--- src/rtl/mc_pkg.sv ---
// mc_pkg: state encoding, opcode/funct constants and datapath select codes for the multicycle controller
package mc_pkg;
  localparam logic [3:0] S_FETCH  = 4'd0;
  localparam logic [3:0] S_DECODE = 4'd1;
  localparam logic [3:0] S_MEMADR = 4'd2;
  localparam logic [3:0] S_MEMRD  = 4'd3;
  localparam logic [3:0] S_MEMWB  = 4'd4;
  localparam logic [3:0] S_MEMWR  = 4'd5;
  localparam logic [3:0] S_EXEC   = 4'd6;
  localparam logic [3:0] S_ALUWB  = 4'd7;
  localparam logic [3:0] S_BRANCH = 4'd8;
  localparam logic [3:0] S_ADDIEX = 4'd9;
  localparam logic [3:0] S_ADDIWB = 4'd10;
  localparam logic [3:0] S_JUMP   = 4'd11;
  localparam logic [5:0] OP_RTYPE = 6'b000000;
  localparam logic [5:0] OP_LW    = 6'b100011;
  localparam logic [5:0] OP_SW    = 6'b101011;
  localparam logic [5:0] OP_BEQ   = 6'b000100;
  localparam logic [5:0] OP_BNE   = 6'b000101;
  localparam logic [5:0] OP_ADDI  = 6'b001000;
  localparam logic [5:0] OP_J     = 6'b000010;
  localparam logic [5:0] F_ADD = 6'b100000;
  localparam logic [5:0] F_SUB = 6'b100010;
  localparam logic [5:0] F_AND = 6'b100100;
  localparam logic [5:0] F_OR  = 6'b100101;
  localparam logic [5:0] F_SLT = 6'b101010;
  localparam logic [2:0] ALU_AND = 3'b000;
  localparam logic [2:0] ALU_OR  = 3'b001;
  localparam logic [2:0] ALU_ADD = 3'b010;
  localparam logic [2:0] ALU_SUB = 3'b110;
  localparam logic [2:0] ALU_SLT = 3'b111;
  localparam logic [1:0] SRCB_B      = 2'b00;
  localparam logic [1:0] SRCB_FOUR   = 2'b01;
  localparam logic [1:0] SRCB_IMM    = 2'b10;
  localparam logic [1:0] SRCB_IMM_SH = 2'b11;
  localparam logic [1:0] PC_ALU    = 2'b00;
  localparam logic [1:0] PC_ALUOUT = 2'b01;
  localparam logic [1:0] PC_JUMP   = 2'b10;
  function automatic logic is_wait_state(input logic [3:0] s);
    return s == S_FETCH || s == S_MEMRD || s == S_MEMWR;
  endfunction
endpackage

--- src/rtl/mc_control_fsm_if.sv ---
// mc_control_fsm_if: instruction/status inputs and datapath control outputs of the main controller
interface mc_control_fsm_if;
  logic [5:0] opcode;
  logic [5:0] funct;
  logic       zero;
  logic       mem_ready;
  logic       pc_en;
  logic       iord;
  logic       mem_write;
  logic       ir_write;
  logic       reg_dst;
  logic       mem_to_reg;
  logic       reg_write;
  logic       alu_src_a;
  logic [1:0] alu_src_b;
  logic [2:0] alu_op;
  logic [1:0] pc_src;
  logic       illegal;
  logic       mem_timeout;
  logic [3:0] state;
  modport master (
    input  opcode, funct, zero, mem_ready,
    output pc_en, iord, mem_write, ir_write, reg_dst, mem_to_reg, reg_write,
           alu_src_a, alu_src_b, alu_op, pc_src, illegal, mem_timeout, state
  );
  modport slave (
    output opcode, funct, zero, mem_ready,
    input  pc_en, iord, mem_write, ir_write, reg_dst, mem_to_reg, reg_write,
           alu_src_a, alu_src_b, alu_op, pc_src, illegal, mem_timeout, state
  );
endinterface

--- src/rtl/mc_control_fsm_alu_decoder.sv ---
// alu_decoder: R-type funct field to ALU op code plus a legality flag
module alu_decoder
  import mc_pkg::*;
(
  input  logic [5:0] funct,
  output logic [2:0] alu_op,
  output logic       funct_ok
);
  always_comb begin
    alu_op = funct == F_SUB ? ALU_SUB :
             funct == F_AND ? ALU_AND :
             funct == F_OR  ? ALU_OR  :
             funct == F_SLT ? ALU_SLT : ALU_ADD;
    funct_ok = funct inside {F_ADD, F_SUB, F_AND, F_OR, F_SLT};
  end
endmodule

--- src/rtl/mc_control_fsm.sv ---
// mc_control_fsm: multicycle MIPS main controller with memory wait watchdog
// Define MC_CTRL_BNE_EN to decode bne (opcode 000101) as an inverted-zero branch.
module mc_control_fsm
  import mc_pkg::*;
#(
  parameter int WAIT_MAX = 15,
  parameter int WAIT_W   = 4
) (
  input logic              clk,
  input logic              rst_n,
  mc_control_fsm_if.master bus
);
  logic [3:0]        state_q;
  logic [3:0]        state_n;
  logic [WAIT_W-1:0] cnt;
  logic              timeout;
  logic              op_ok;
  logic              funct_ok;
  logic              br_take;
  logic [2:0]        dec_op;
  alu_decoder u_dec (
    .funct   (bus.funct),
    .alu_op  (dec_op),
    .funct_ok(funct_ok)
  );
`ifdef MC_CTRL_BNE_EN
  assign op_ok   = bus.opcode inside {OP_RTYPE, OP_LW, OP_SW, OP_BEQ, OP_BNE, OP_ADDI, OP_J};
  assign br_take = bus.opcode == OP_BNE ? ~bus.zero : bus.zero;
`else
  assign op_ok   = bus.opcode inside {OP_RTYPE, OP_LW, OP_SW, OP_BEQ, OP_ADDI, OP_J};
  assign br_take = bus.zero;
`endif
  // a ready on the expiry cycle completes normally, so timeout requires mem_ready low
  assign timeout = is_wait_state(state_q) && !bus.mem_ready && cnt == WAIT_W'(WAIT_MAX - 1);
  always_comb begin
    state_n = S_FETCH;
    case (state_q)
      S_FETCH:  state_n = bus.mem_ready ? S_DECODE : S_FETCH;
      S_DECODE: state_n = !op_ok ? S_FETCH :
                          bus.opcode == OP_RTYPE ? S_EXEC :
                          (bus.opcode == OP_LW || bus.opcode == OP_SW) ? S_MEMADR :
                          bus.opcode == OP_ADDI ? S_ADDIEX :
                          bus.opcode == OP_J ? S_JUMP : S_BRANCH;
      S_MEMADR: state_n = bus.opcode == OP_SW ? S_MEMWR : S_MEMRD;
      S_MEMRD:  state_n = bus.mem_ready ? S_MEMWB : timeout ? S_FETCH : S_MEMRD;
      S_MEMWR:  state_n = (bus.mem_ready || timeout) ? S_FETCH : S_MEMWR;
      S_EXEC:   state_n = funct_ok ? S_ALUWB : S_FETCH;
      S_ADDIEX: state_n = S_ADDIWB;
      default:  state_n = S_FETCH;
    endcase
  end
  // only wait states can stay put; any transition or expiry restarts the watchdog
  always_ff @(posedge clk or negedge rst_n) begin
    if (!rst_n) begin
      state_q <= S_FETCH;
      cnt     <= '0;
    end else begin
      state_q <= state_n;
      cnt     <= (state_n == state_q && !timeout) ? cnt + WAIT_W'(1) : '0;
    end
  end
  // enables are gated by rst_n so a held reset suppresses the FETCH ready path too
  assign bus.ir_write    = rst_n && state_q == S_FETCH && bus.mem_ready;
  assign bus.pc_en       = rst_n && ((state_q == S_FETCH && bus.mem_ready) ||
                                     (state_q == S_BRANCH && br_take) || state_q == S_JUMP);
  assign bus.iord        = state_q == S_MEMRD || state_q == S_MEMWR;
  assign bus.mem_write   = rst_n && state_q == S_MEMWR && !timeout;
  assign bus.reg_dst     = state_q == S_ALUWB;
  assign bus.mem_to_reg  = state_q == S_MEMWB;
  assign bus.reg_write   = rst_n && (state_q == S_MEMWB || state_q == S_ALUWB || state_q == S_ADDIWB);
  assign bus.alu_src_a   = state_q == S_MEMADR || state_q == S_EXEC || state_q == S_BRANCH || state_q == S_ADDIEX;
  assign bus.alu_src_b   = state_q == S_FETCH ? SRCB_FOUR :
                           state_q == S_DECODE ? SRCB_IMM_SH :
                           (state_q == S_MEMADR || state_q == S_ADDIEX) ? SRCB_IMM : SRCB_B;
  assign bus.alu_op      = state_q == S_EXEC ? dec_op : state_q == S_BRANCH ? ALU_SUB : ALU_ADD;
  assign bus.pc_src      = state_q == S_BRANCH ? PC_ALUOUT : state_q == S_JUMP ? PC_JUMP : PC_ALU;
  assign bus.illegal     = rst_n && ((state_q == S_DECODE && !op_ok) || (state_q == S_EXEC && !funct_ok));
  assign bus.mem_timeout = rst_n && timeout;
  assign bus.state       = state_q;
endmodule

--- src/flat_wrapper.sv ---
// flat-port wrapper written by rule: the top's interface ports become plain ports
module mc_control_fsm_flat import mc_pkg::*;
#(
  parameter int WAIT_MAX = 15,
  parameter int WAIT_W   = 4
)
  (clk, rst_n, bus_opcode, bus_funct, bus_zero, bus_mem_ready, bus_pc_en, bus_iord, bus_mem_write, bus_ir_write, bus_reg_dst, bus_mem_to_reg, bus_reg_write, bus_alu_src_a, bus_alu_src_b, bus_alu_op, bus_pc_src, bus_illegal, bus_mem_timeout, bus_state);
  mc_control_fsm_if bus_i ();
  input logic clk;
  input logic rst_n;
  input wire logic [$bits(bus_i.opcode)-1:0] bus_opcode;
  input wire logic [$bits(bus_i.funct)-1:0] bus_funct;
  input wire logic [$bits(bus_i.zero)-1:0] bus_zero;
  input wire logic [$bits(bus_i.mem_ready)-1:0] bus_mem_ready;
  output wire logic [$bits(bus_i.pc_en)-1:0] bus_pc_en;
  output wire logic [$bits(bus_i.iord)-1:0] bus_iord;
  output wire logic [$bits(bus_i.mem_write)-1:0] bus_mem_write;
  output wire logic [$bits(bus_i.ir_write)-1:0] bus_ir_write;
  output wire logic [$bits(bus_i.reg_dst)-1:0] bus_reg_dst;
  output wire logic [$bits(bus_i.mem_to_reg)-1:0] bus_mem_to_reg;
  output wire logic [$bits(bus_i.reg_write)-1:0] bus_reg_write;
  output wire logic [$bits(bus_i.alu_src_a)-1:0] bus_alu_src_a;
  output wire logic [$bits(bus_i.alu_src_b)-1:0] bus_alu_src_b;
  output wire logic [$bits(bus_i.alu_op)-1:0] bus_alu_op;
  output wire logic [$bits(bus_i.pc_src)-1:0] bus_pc_src;
  output wire logic [$bits(bus_i.illegal)-1:0] bus_illegal;
  output wire logic [$bits(bus_i.mem_timeout)-1:0] bus_mem_timeout;
  output wire logic [$bits(bus_i.state)-1:0] bus_state;
  assign bus_i.opcode = bus_opcode;
  assign bus_i.funct = bus_funct;
  assign bus_i.zero = bus_zero;
  assign bus_i.mem_ready = bus_mem_ready;
  assign bus_pc_en = bus_i.pc_en;
  assign bus_iord = bus_i.iord;
  assign bus_mem_write = bus_i.mem_write;
  assign bus_ir_write = bus_i.ir_write;
  assign bus_reg_dst = bus_i.reg_dst;
  assign bus_mem_to_reg = bus_i.mem_to_reg;
  assign bus_reg_write = bus_i.reg_write;
  assign bus_alu_src_a = bus_i.alu_src_a;
  assign bus_alu_src_b = bus_i.alu_src_b;
  assign bus_alu_op = bus_i.alu_op;
  assign bus_pc_src = bus_i.pc_src;
  assign bus_illegal = bus_i.illegal;
  assign bus_mem_timeout = bus_i.mem_timeout;
  assign bus_state = bus_i.state;
  mc_control_fsm #(.WAIT_MAX(WAIT_MAX), .WAIT_W(WAIT_W)) u_core (.clk(clk), .rst_n(rst_n), .bus(bus_i));
endmodule
--- config.mk ---
export PLATFORM = sky130hd
export DESIGN_NAME = mc_control_fsm_flat
export DESIGN_NICKNAME = d
export VERILOG_FILES = /design/src/rtl/mc_pkg.sv /design/src/rtl/mc_control_fsm_if.sv /design/src/rtl/mc_control_fsm_alu_decoder.sv /design/src/rtl/mc_control_fsm.sv /design/src/flat_wrapper.sv
export SDC_FILE = /design/constraint.sdc
export NUM_CORES = 1
export LEC_CHECK = 0
export ABC_AREA = 1
export CAP_MARGIN = 20
export CORE_MARGIN = 5
export CORE_UTILIZATION = 38
export DETAILED_ROUTE_END_ITERATION = 8
export GPL_TIMING_DRIVEN = 0
export PLACE_DENSITY = 0.72
export SLEW_MARGIN = 40
export SYNTH_ARGS = -nofsm -noshare
export SYNTH_HDL_FRONTEND = slang
export SYNTH_HIERARCHICAL = 1
export SYNTH_SLANG_ARGS = --single-unit
--- constraint.sdc ---
create_clock -name clk -period 3.9 [get_ports clk]
set_input_delay 0.78 -clock clk [delete_from_list [all_inputs] [get_ports clk]]
set_output_delay 0.78 -clock clk [all_outputs]
set_load 0.02 [all_outputs]
# Yosys cells after proc, flatten, opt, wreduce, memory -nomap -nowiden
# Index checks and enable logic that the tools add are counted.
# op_classes
addsub	1
eq_ne	23
muxes	24
n_reduce_logical	37
# op_table
operator	count
6-bit equality test, second input constant	7
4-bit case mux with 7 select lines	1
3-bit two-way mux	9
4-bit two-way mux	6
4-bit equality test, second input constant	5
4-bit by 3-bit equality test with 1-bit output, second input constant	4
1-bit logical AND	15
1-bit logical OR	14
2-bit two-way mux	7
4-bit by 2-bit equality test with 1-bit output, second input constant	2
6-bit by 2-bit equality test with 1-bit output, second input constant	1
6-bit by 3-bit equality test with 1-bit output, second input constant	1
6-bit by 4-bit equality test with 1-bit output, second input constant	1
6-bit zero test	1
6-bit nonzero test	1
5-bit nonzero test	1
4-bit by 1-bit adder with 4-bit output, second input constant	1
4-bit by 1-bit equality test with 1-bit output, second input constant	1
4-bit equality test	1
1-bit zero test	4
4-bit zero test	1
1-bit two-way mux	1
# word_totals
ff_bits	8
input_bits	16
wordCells	87

# Depth between registers and ports, before layout
# depth
depth_word	11
depth_mapped	13
mapped_depth_nobuf	13

# Modules after synthesis
# The synthesis kept the hierarchy.
# modules_own_cells
module	n_inst	cells_per_inst	area_per_inst_um2	seq_area_each_um2
mc_control_fsm	1	138	862.1	200.2
alu_decoder	1	18	82.6	0.0

# Worst setup path before layout
# Ideal clock, no wire load.
# synth_path
path_type	input -> output
start	input bus_funct[1]
end	output bus_illegal
arrival_time_ns	1.745
required_ns	3.120
setup_slack_ns	1.375
cell_stages	6
path_buffers	0
cell_sequence	inv_1 -> nor2_1 -> nand3_1 -> nand3_1 -> or2_2 -> a21oi_1
# synth_via
elab_chain_len	6
word_cells_on_any_way	10
# synth_lines
element	line_no	text
start, declared	flat_wrapper.sv:12	input wire logic [$bits(bus_i.funct)-1:0] bus_funct;
6-bit equality test	mc_control_fsm_alu_decoder.sv:14	funct_ok = funct inside {F_ADD, F_SUB, F_AND, F_OR, F_SLT};
5-bit nonzero test *	mc_control_fsm_alu_decoder.sv:14	
via u_core.funct_ok	mc_control_fsm.sv:18	logic funct_ok;
1-bit zero test *	mc_control_fsm.sv:77	assign bus.illegal = rst_n && ((state_q == S_DECODE && !op_ok) || (state_q == S_EXEC && !funct_ok));
1-bit logical AND *	mc_control_fsm.sv:77	
1-bit logical OR *	mc_control_fsm.sv:77	
1-bit logical AND *	mc_control_fsm.sv:77	
end, declared	flat_wrapper.sv:26	output wire logic [$bits(bus_i.illegal)-1:0] bus_illegal;
# The timed path passes the listed nets; every way through them passes the cells marked *.

# Worst setup path in the final report
# Ends and elaborated chain as after synthesis.

==> summary.txt <==
status - complete, no violations
Pint - 0.300 mW
first-pass GRT wire length - 4.43 mm
Root Driver - clkbuf_4
Yosys Warn Count - 6
Wirelength per Cell - 11.3 um
FF+latch count, synth - 8
syn_nets - 174
post-CTS sizing - 0
drt total wl - 2.53 mm
Mean Syn Cell Area - 6.06 um^2
Initial Util - 0.388
average vias per placed instance - 4.85
CORE AREA - 2430 um^2
mapped cell area - 945 um^2
gr usage total - 0.158
Worst R2R Setup Slack - 2.14 ns
Slew Limit Headroom - 0.662
CP startpoint kind - input port
Post-DP Area - 1340 um^2
Synth area leader - dfrtp_1
Tmin final - 3.45 ns
worst-path cell chain - clkdlybuf4s50_1, inv_1, nor2_1, nand3_1, nand3_1, or2_2, a21oi_1, clkdlybuf4s50_1
post-CTS setup buffers - 0
Detailed Routing Iterations Pass 1 - 4
Seq pwr share - 0.239
Slew Viols, Final - 0
number of I/O port buffers - 36
VDD IR max - 0.000379 V
drt first-iter violations - 32
pin count of the biggest net entering global routing - 13
# hold bufs at CTS - 0
antenna-violating nets left - 0
initial antenna violation count - 0
leakage power - 0.700 nW
Crit Path Class - input port to primary output
synth top area cells - dfrtp_1 (21%), inv_1 (12%), nand2_1 (11%)
Max clock buf depth - 2
CTS buffer count - 3
DP Wirelength - 2.19 mm
Tightest Hold Check Type - flip-flop to flip-flop
Row Count - 18
H-tree depth - 1
final hold vios - 0
Netlist cell types - 24
clock-pin slew on the worst setup and hold paths - 0.05 ns
Final Power - 0.578 mW
fmax - 290 MHz
CP required - 3.12 ns
period utilization - 0.885
CP max stage delay - 0.63 ns
routability cong. - 0.839
worst path arrival time - 2.67 ns
CTS tree - built
Remaining DRCs - 0
Fin Setup TNS - 0 ns
CP Max Fanout - 3
via count of the routed design - 1,091
vias in the first global route - 1,065
PwrDens - 423 nW/um^2
Crit. End Element - primary output
CTS sink cnt - 8
CP max-delay cell - clkdlybuf4s50_1
nets - 215
Net Switching - 0.278 mW
post-route cell area - 1370 um^2
combinational group share of total power - 0.651
Clk pwr share - 0.109
placed cell count - 222
share of cells above drive strength 1 - 0.128
clk_lat worst skew - 0.26 ns
grt ovf - 0
Synth top area share - 0.212
area delta synth->final - 44.5%
# diodes - 0
sequential fraction of the synthesis area - 0.212
Die X - 59.9 um
final worst clock skew - 0.00513 ns
final setup fails - 0
Die H - 59.9 um
Finished Layout Cells - 225
# Max-Cap Violations - 0
switch share - 0.481
Die ar. - 3580 um^2
I/O pin total - 37
worst slew pin tran - 0.505 ns
synthesized netlist cell count - 156
RSZ-0062 raised after global routing - no
==> synthesized netlist by cell type <==
library cell and count:
nand2_4 2, inv_2 3, nand3b_1 3, nand2_1 27, nand3_4 1, nor2_2 5, xor2_1 1, a21oi_1 1
o21ai_0 4, a32oi_1 1, or2_2 2, nor2_4 2, inv_1 31, nand3_1 19, nand2_2 2, nand3_2 5
xnor2_1 1, o31ai_1 1, dfrtp_1 8, nor2_1 26, nand4_1 3, clkinv_1 1, nor3_1 5, ha_1 2
==> power by group through the flow <==
stage               registers (mW)  clock network, mW  logic [mW]
floorplan                    0.147                  0       0.228
global placement             0.139                  0       0.374
detailed placement           0.140                  0       0.378
CTS                          0.139             0.0680       0.381
global route                 0.143             0.0758       0.416
finish                       0.138             0.0633       0.377
==> layer usage <==
metal / vias up / part of all wire / GRT usage / wire length [um]
met5: - / 0 / 0 / 0
met4: 0 / 0.0071 / 0.0285 / 18
met3: 2 / 0.064 / 0.0389 / 162
met2: 24 / 0.50 / 0.278 / 1260
met1: 498 / 0.43 / 0.196 / 1090
li1: 567 / - / - / -
==> metrics by stage <==
| stage | utilization | setup slack [ns] | hold WS, ns |
|---|---|---|---|
| 2_1_floorplan | - | 1.38 | 0.460 |
| 3_3_place_gp | 0.552 | 0.477 | 0.484 |
| 3_5_place_dp | 0.552 | 0.447 | 0.489 |
| 4_1_cts | 0.561 | 0.443 | 0.498 |
| 5_1_grt | 0.561 | 0.319 | 0.516 |
| 6_report | 0.561 | 0.448 | 0.491 |
==> path summary, 6_finish.rpt <==
kind / from / to / cells past startpoint
max: bus_funct[1] / bus_illegal / 8
min reg2reg: u_core/cnt[0] / u_core/cnt[0] / 1
min: u_core/cnt[0] / u_core/cnt[0] / 1
max in group asynchronous: rst_n / u_core/bus.state[3] / 1
min in group asynchronous: rst_n / u_core/bus.state[1] / 1
max reg2reg: u_core/bus.state[2] / u_core/cnt[3] / 9
==> critical path: cells and delay by family <==
kind | cells | cell delay, ns
buf+inv | 3 | 1.15
compound gates | 1 | 0.14
simple gates | 4 | 0.61
==> logic make-up after synthesis <==
kind of cell | synth area share
AO/OA/AOI/OAI | 0.0437
XOR/XNOR | 0.0185
adder cells (fa/ha/maj) | 0.0265
buffers and inverters | 0.139
flip-flops | 0.212
AND/OR/NAND/NOR | 0.560
==> state kept, by name, summed over array words and instances (netlist names) <==
name,flops
u_core/bus.state,4
u_core/cnt,4
==> cells in the final DEF, fill, tap and decap left out, drive strengths merged <==
master | synthesis | layout
clkinv | 1 | 1
clkbuf | 0 | 3
nand3 | 25 | 25
dfrtp | 8 | 8
xnor2 | 1 | 1
nand3b | 3 | 3
clkdlybuf4s50 | 0 | 36
nand2 | 31 | 31
nand4 | 3 | 3
o31ai | 1 | 1
ha | 2 | 2
nor2 | 33 | 33
or2 | 2 | 2
o21ai | 4 | 4
a32oi | 1 | 1
inv | 34 | 34
xor2 | 1 | 1
nor3 | 5 | 5
a21oi | 1 | 1
==> area by class of cell <==
class	count	area, um^2
repair buffers	36	360
well taps	30	37.5
clock buffers	3	22.5
fillers	243	1070
inverters	35	131
multi-input cells	113	613
flip-flops and latches	8	200
Power figures use the tool's default switching activity.
